==> src/rtl/time_to_digital_decoder.sv <==
// time_to_digital_decoder: measures t_in arrival delay after start as an N_BIT code (T_DEL clk per LSB).
// Optional accumulator of accepted codes enabled by defining MAC_ACC_EN.
`default_nettype none

module time_to_digital_decoder #(
  parameter int N_BIT       = 4,
  parameter int T_DEL       = 4,
  parameter int SYNC_STAGES = 2,
  parameter int ACC_BIT     = 12
) (
  input  logic               clk,
  input  logic               rst,
  input  logic               start,
  input  logic               t_in,
  input  logic               out_ready,
  output logic               out_valid,
  output logic [N_BIT-1:0]   code,
  output logic               ovf,
  output logic               busy
`ifdef MAC_ACC_EN
  ,
  input  logic               acc_clr,
  output logic [ACC_BIT-1:0] acc_out
`endif
);

  localparam int FULL  = (1 << N_BIT) * T_DEL;
  localparam int LAST  = FULL + SYNC_STAGES - 1;
  localparam int CYC_W = $clog2(LAST + 1);
  localparam int SUB_W = (T_DEL > 1) ? $clog2(T_DEL) : 1;

  typedef enum logic [1:0] {IDLE = 2'd0, ARMED = 2'd1, HOLD = 2'd2} state_t;

  state_t                 state;
  logic [SYNC_STAGES-1:0] sync;
  logic [CYC_W-1:0]       cyc;
  logic [SUB_W-1:0]       sub;
  logic [N_BIT-1:0]       lsb;

  // Arrival seen at the synchronizer output on edge e corresponds to m = e - SYNC_STAGES;
  // sub/lsb are held for the first SYNC_STAGES edges so they equal m-1 at that point.
  always_ff @(posedge clk or posedge rst) begin
    if (rst) begin
      state     <= IDLE;
      sync      <= '0;
      cyc       <= '0;
      sub       <= '0;
      lsb       <= '0;
      out_valid <= 1'b0;
      code      <= '0;
      ovf       <= 1'b0;
      busy      <= 1'b0;
    end else begin
      sync <= {sync[SYNC_STAGES-2:0], t_in};
      case (state)
        IDLE: begin
          if (start) begin
            state <= ARMED;
            busy  <= 1'b1;
            cyc   <= '0;
            sub   <= '0;
            lsb   <= '0;
            sync  <= '0;
          end
        end
        ARMED: begin
          if (sync[SYNC_STAGES-1]) begin
            state     <= HOLD;
            out_valid <= 1'b1;
            code      <= lsb;
            ovf       <= 1'b0;
          end else if (cyc == CYC_W'(LAST)) begin
            state     <= HOLD;
            out_valid <= 1'b1;
            code      <= '1;
            ovf       <= 1'b1;
          end else begin
            cyc <= cyc + 1'b1;
            if (cyc >= CYC_W'(SYNC_STAGES)) begin
              if (sub == SUB_W'(T_DEL - 1)) begin
                sub <= '0;
                lsb <= lsb + 1'b1;
              end else begin
                sub <= sub + 1'b1;
              end
            end
          end
        end
        HOLD: begin
          if (out_ready) begin
            state     <= IDLE;
            out_valid <= 1'b0;
            busy      <= 1'b0;
          end
        end
        default: state <= IDLE;
      endcase
    end
  end

`ifdef MAC_ACC_EN
  always_ff @(posedge clk or posedge rst) begin
    if (rst) begin
      acc_out <= '0;
    end else if (acc_clr) begin
      acc_out <= '0;
    end else if (state == HOLD && out_valid && out_ready) begin
      acc_out <= acc_out + ACC_BIT'(code);
    end
  end
`endif

endmodule

`default_nettype wire

==> config.mk <==
export PLATFORM = sky130hd
export DESIGN_NAME = time_to_digital_decoder
export DESIGN_NICKNAME = d
export VERILOG_FILES = /design/src/rtl/time_to_digital_decoder.sv
export SDC_FILE = /design/constraint.sdc
export NUM_CORES = 1
export LEC_CHECK = 0
export CAP_MARGIN = 0
export CORE_UTILIZATION = 39
export DETAILED_ROUTE_END_ITERATION = 6
export SLEW_MARGIN = 40
export SYNTH_ARGS = -nofsm -noshare
export SYNTH_HDL_FRONTEND = slang
export SYNTH_SLANG_ARGS = --single-unit
==> constraint.sdc <==
create_clock -name clk -period 2.2 [get_ports clk]
set_clock_uncertainty 0.15 [all_clocks]
set_input_delay 0.33 -clock clk [delete_from_list [all_inputs] [get_ports clk]]
set_output_delay 0.33 -clock clk [all_outputs]
set_load 0.005 [all_outputs]
Yosys cells after proc, flatten, opt, wreduce, memory -nomap -nowiden
Cells that the tools add are included.

Output and inout port bits: 7. Input bits: 5. Flip-flop bits (word level): 24.

Magnitude comparators: 1. Equality and inequality tests: 11. $add $sub $neg: 3. Muxes and demuxes: 32. Reductions and logical operators: 12.

Operators by type and width (number): $mux W4 (7); $mux W2 (11); $mux W7 (3); $pmux W7 S2 (1); $ne A2 B2 Y1 const B (6); $reduce_and A3 Y1 (3); $pmux W4 S2 (1); $reduce_bool A2 Y1 (4); $add A7 B1 Y7 const B (1); $eq A7 B7 Y1 const B (1); $ge A7 B2 Y1 const B (1); $pmux W2 S3 (1); $reduce_and A6 Y1 (1); $mux W1 (5); $reduce_and A5 Y1 (1); $add A4 B1 Y4 const B (1); $eq A2 B2 Y1 const B (2); $pmux W1 S2 (2); $pmux W2 S2 (1); $reduce_and A4 Y1 (1); $ne A3 B3 Y1 const B (1); $add A2 B1 Y2 const B (1); $eq A2 B1 Y1 const B (1); $logic_not A2 Y1 (1); $reduce_and A2 Y1 (1).

Logic depth before layout (Yosys ltp)
Depth in word-level cells: 6. Mapped depth: 6. Depth with buffers taken out: 6.

Worst setup path after synthesis
Ideal clock, no wire load.

Path type: reg2reg. Start point: register cyc[1]. End point: register sub[0]. Path buffers: 0. Data required time: 1926 ps. Cell stages (with the launch flop): 6. Setup slack: 424 ps. Period minus slack after synthesis: 1776 ps. Data arrival time: 1503 ps. Cells stage by stage: dfrtp_1 > inv_1 > ha_1 > a311o_4 > and3_1 > a211o_1.

Cells in the longest elaborated chain, start to end: 3. Elaborated cells on any way between the ends: 5. Those cells by class: 1 x order compare; 3 x eq/ne; 1 x reduce/logical.

RTL lines: start, declared (RTL line 36) `logic [CYC_W-1:0] cyc;`; start signal, assigned (RTL line 78) `cyc <= cyc + 1'b1;`; $ge A7 B2 Y1 or $eq A7 B7 Y1 (tied branches) (RTL line 79, 72); $ne A2 B2 Y1 (no source line); $reduce_and A5 Y1 (no source line) *; end signal, assigned (RTL line 84) `sub <= sub + 1'b1;`; end, declared (RTL line 37) `logic [SUB_W-1:0] sub;`.

Mark *: on every way between the ends. The rest lies on a longest branch, timed or not. A chain may end at the register's enable or synchronous reset.

Final worst setup path
Start point: register cyc[1]. End point: register lsb[0].

Cells in the longest elaborated chain, start to end: 3. Elaborated cells on any way between the ends: 5. Those cells by class: 1 x order compare; 3 x eq/ne; 1 x reduce/logical.

RTL lines: $ge A7 B2 Y1 or $eq A7 B7 Y1 (tied branches) (RTL line 79, 72); $ne A2 B2 Y1 (no source line); $reduce_and A6 Y1 (no source line) *; end signal, assigned (RTL line 82) `lsb <= lsb + 1'b1;`; end, declared (RTL line 38) `logic [N_BIT-1:0] lsb;`.

Marks and branches as above.

==> run summary <==
area of the core -> 2830 um2
area delta synth->final -> 14.4%
DP Area -> 1340 um2
slowest stage cell on the critical path -> a311oi_2
CP Cell Sequence -> inv_1, ha_1, a311oi_2, o22ai_1, mux2_2
number of placement rows -> 19
Worst VDD drop -> 561 uV
antenna violations before repair -> 0
WP data arrival -> 2030 ps
overall global routing resource usage -> 0.169
TritonCTS clock tree -> done
quantity of gates resized following cts -> 0
Post-Synthesis Cell Area -> 1190 um2
number of flip-flops and latches in the synthesized netlist -> 24
total of max-cap violations -> 0
starting utilization of the core area -> 0.422
status -> finished with violations
power per standard cell area -> 1070 nW/um2
unrepaired setup endpoints after global routing -> no
final routed DRC violation total -> 2
DRT iter0 DRCs -> 29
Slew Viols, Final -> 0
Slew @ Worst Pin -> 508 ps
largest net degree at the start of global routing -> 25
total I/O pin count -> 12
post-detailed-placement half-perimeter wirelength -> 1.71 mm
ratio of final minimum period to clock period -> 0.898
Post-Syn Nets -> 117
Final setup viols -> 0
count of antenna diodes in the layout -> 0
proportion of synthesized chip area in sequential cells -> 0.503
top area cells in the synthesized netlist -> dfrtp_1 (50%), ha_1 (5.2%), nand3_1 (3.8%)
fill cell instance count of the final layout -> 262
clock transition time at the flip-flop clock pins of the worst setup and hold paths -> 130 ps
overall overflow remaining after global route -> 0
top achievable clock speed -> 506 MHz
per-cell via count in the routed design -> 5.66
top-count cell post-synth -> dfrtp_1
routed via count -> 860
first-pass detailed-route iteration total -> 6
number of port buffers -> 11
Root Driver -> clkbuf_4
kind of cell with the highest combined delay on the critical path -> compound AO/OA/AOI/OAI gates
FFs w/ async S/R, synth -> 1.00
Required @ worst endpoint -> 2250 ps
area of the die -> 3290 um2
type of the most critical hold path -> in2async
final count of hold timing violations -> 0
remaining max-slew budget at the tightest pin -> 0.660
area share of the largest cell type after synthesis -> 0.503
width of the chip -> 57.3 um
Leakage -> 0.000657 uW
global-route wire length before repair -> 4.24 mm
Yosys warnings -> 0
net count of the finished layout -> 133
most used standard cells in the synthesized netlist -> dfrtp_1 (24), nand2_1 (12), nand3_1 (9)
routability-driven placement congestion ratio -> 0.822
clock tree buffer depth -> 2
number of nets with antenna violations after routing -> 0
unique cell type count in the Yosys netlist -> 40
number of clock sinks -> 24
number of hold-repair buffers added at the cts stage -> 0
via count of the first global-routing pass -> 893
number of enable flip-flop cells after synthesis -> 0
overall routed net length -> 2.35 mm
leading register cell type out of synthesis -> dfrtp_1
post-synth top area cell -> dfrtp_1
overall die height -> 57.3 um
cell count after synthesis -> 107
routed length per placed instance -> 15.5 um
share of cells above drive strength 1 -> 0.116
number of buffers created by CTS -> 3
violated checks -> design-rule violations
fin area -> 1370 um2
final-layout setup total negative slack -> 0 ps
Setup CP Type -> reg2reg
Critical path buffers and inverters -> 1
Worst Setup End Kind -> register
number of buffers inserted to repair setup after CTS -> 0
delay of the slowest cell on the worst path -> 480 ps
Period minus WS final -> 1980 ps
clock latency at the later pin of the worst-skew pair -> 310 ps
CTS H-tree depth -> 1
mean instance size in the synthesized netlist -> 11.2 um2
largest fanout of any net on the critical path -> 7
category of the worst setup path launch point -> register
routing by layer:
layer / GRT usage / vias up / part of all wire
li1: - / 420 / -
met1: 0.240 / 418 / 0.49
met2: 0.259 / 18 / 0.45
met3: 0.0363 / 4 / 0.039
met4: 0.0557 / 0 / 0.014
met5: 0 / - / 0
flip-flops by register name, summed over array words and instances (netlist names):
name       count
cyc            7
busy           1
code           4
sync           2
out_valid      1
sub            2
ovf            1
state          2
lsb            4
stage by stage:
| stage | hold WS [ps] | utilization | setup slack, ps | total power, uW | instances |
|---|---|---|---|---|---|
| floorplan | 195 | - | 424 | 1060 | 107 |
| global placement | 284 | 0.475 | 154 | 1270 | 149 |
| detailed placement | 292 | 0.475 | 134 | 1290 | 149 |
| CTS | 214 | 0.483 | 233 | 1480 | 152 |
| global route | 248 | 0.483 | 58.8 | 1590 | 152 |
| finish | 207 | 0.483 | 223 | 1470 | 152 |
worst reg2reg max path: stages (launching register included):
cell and delay (ps):
dfrtp_1 470, inv_1 70, ha_1 220, a311oi_2 480, o22ai_1 180, mux2_2 290
power by group:
| group | internal [uW] | leakage, uW | switching, uW | total, uW |
|---|---|---|---|---|
| registers | 553 | 0.000308 | 127 | 680 |
| logic | 310 | 0.000335 | 286 | 596 |
| clock network | 63.8 | 0.0000138 | 125 | 189 |
path summary, 6_finish.rpt:
path	start	end	slack, ps	depth (start not counted)
setup / recovery	cyc[1]	lsb[0]	220	5
hold / removal	rst	sub[1]	210	3
setup reg to reg	cyc[1]	lsb[0]	220	5
hold reg to reg	sync[0]	sync[1]	320	1
max in group asynchronous	rst	lsb[1]	1460	3
min in group clk	sync[0]	sync[1]	320	1
cell type report:
| cell class | instances | area, um2 | area share |
|---|---|---|---|
| sequential | 24 | 601 | 0.440 |
| multi-input combinational | 76 | 559 | 0.410 |
| timing repair buffer | 13 | 125 | 0.0917 |
| tap | 31 | 38.8 | 0.0284 |
| clock buffer | 3 | 22.5 | 0.0165 |
| inverter | 5 | 18.8 | 0.0137 |
cell usage in the layout (no fill, tap or decap), types with 2 or more instances in the layout:
| master | count |
|---|---|
| ha_1 | 5 |
| and3_1 | 3 |
| dfrtp_1 | 24 |
| buf_4 | 2 |
| nand4_1 | 2 |
| o22a_1 | 4 |
| clkbuf_4 | 3 |
| o21ai_0 | 3 |
| inv_1 | 5 |
| o211ai_1 | 2 |
| clkdlybuf4s50_1 | 11 |
| nand3_1 | 9 |
| nor2_1 | 2 |
| a21oi_1 | 3 |
| mux2i_1 | 4 |
| nand2_1 | 12 |
| and2_1 | 3 |
kinds of logic after synthesis:
logic type                 Yosys count  share of synthesized area
AOI/OAI and AO/OA                   23                      0.156
xor gates and xnor gates             1                    0.00734
adders and majority gates            5                     0.0524
buffers and inverters                7                     0.0283
DFF                                 24                      0.503
muxes                                5                     0.0430
and+or+nand+nor                     42                      0.210
Note: power is estimated with default switching activity, not from simulation.
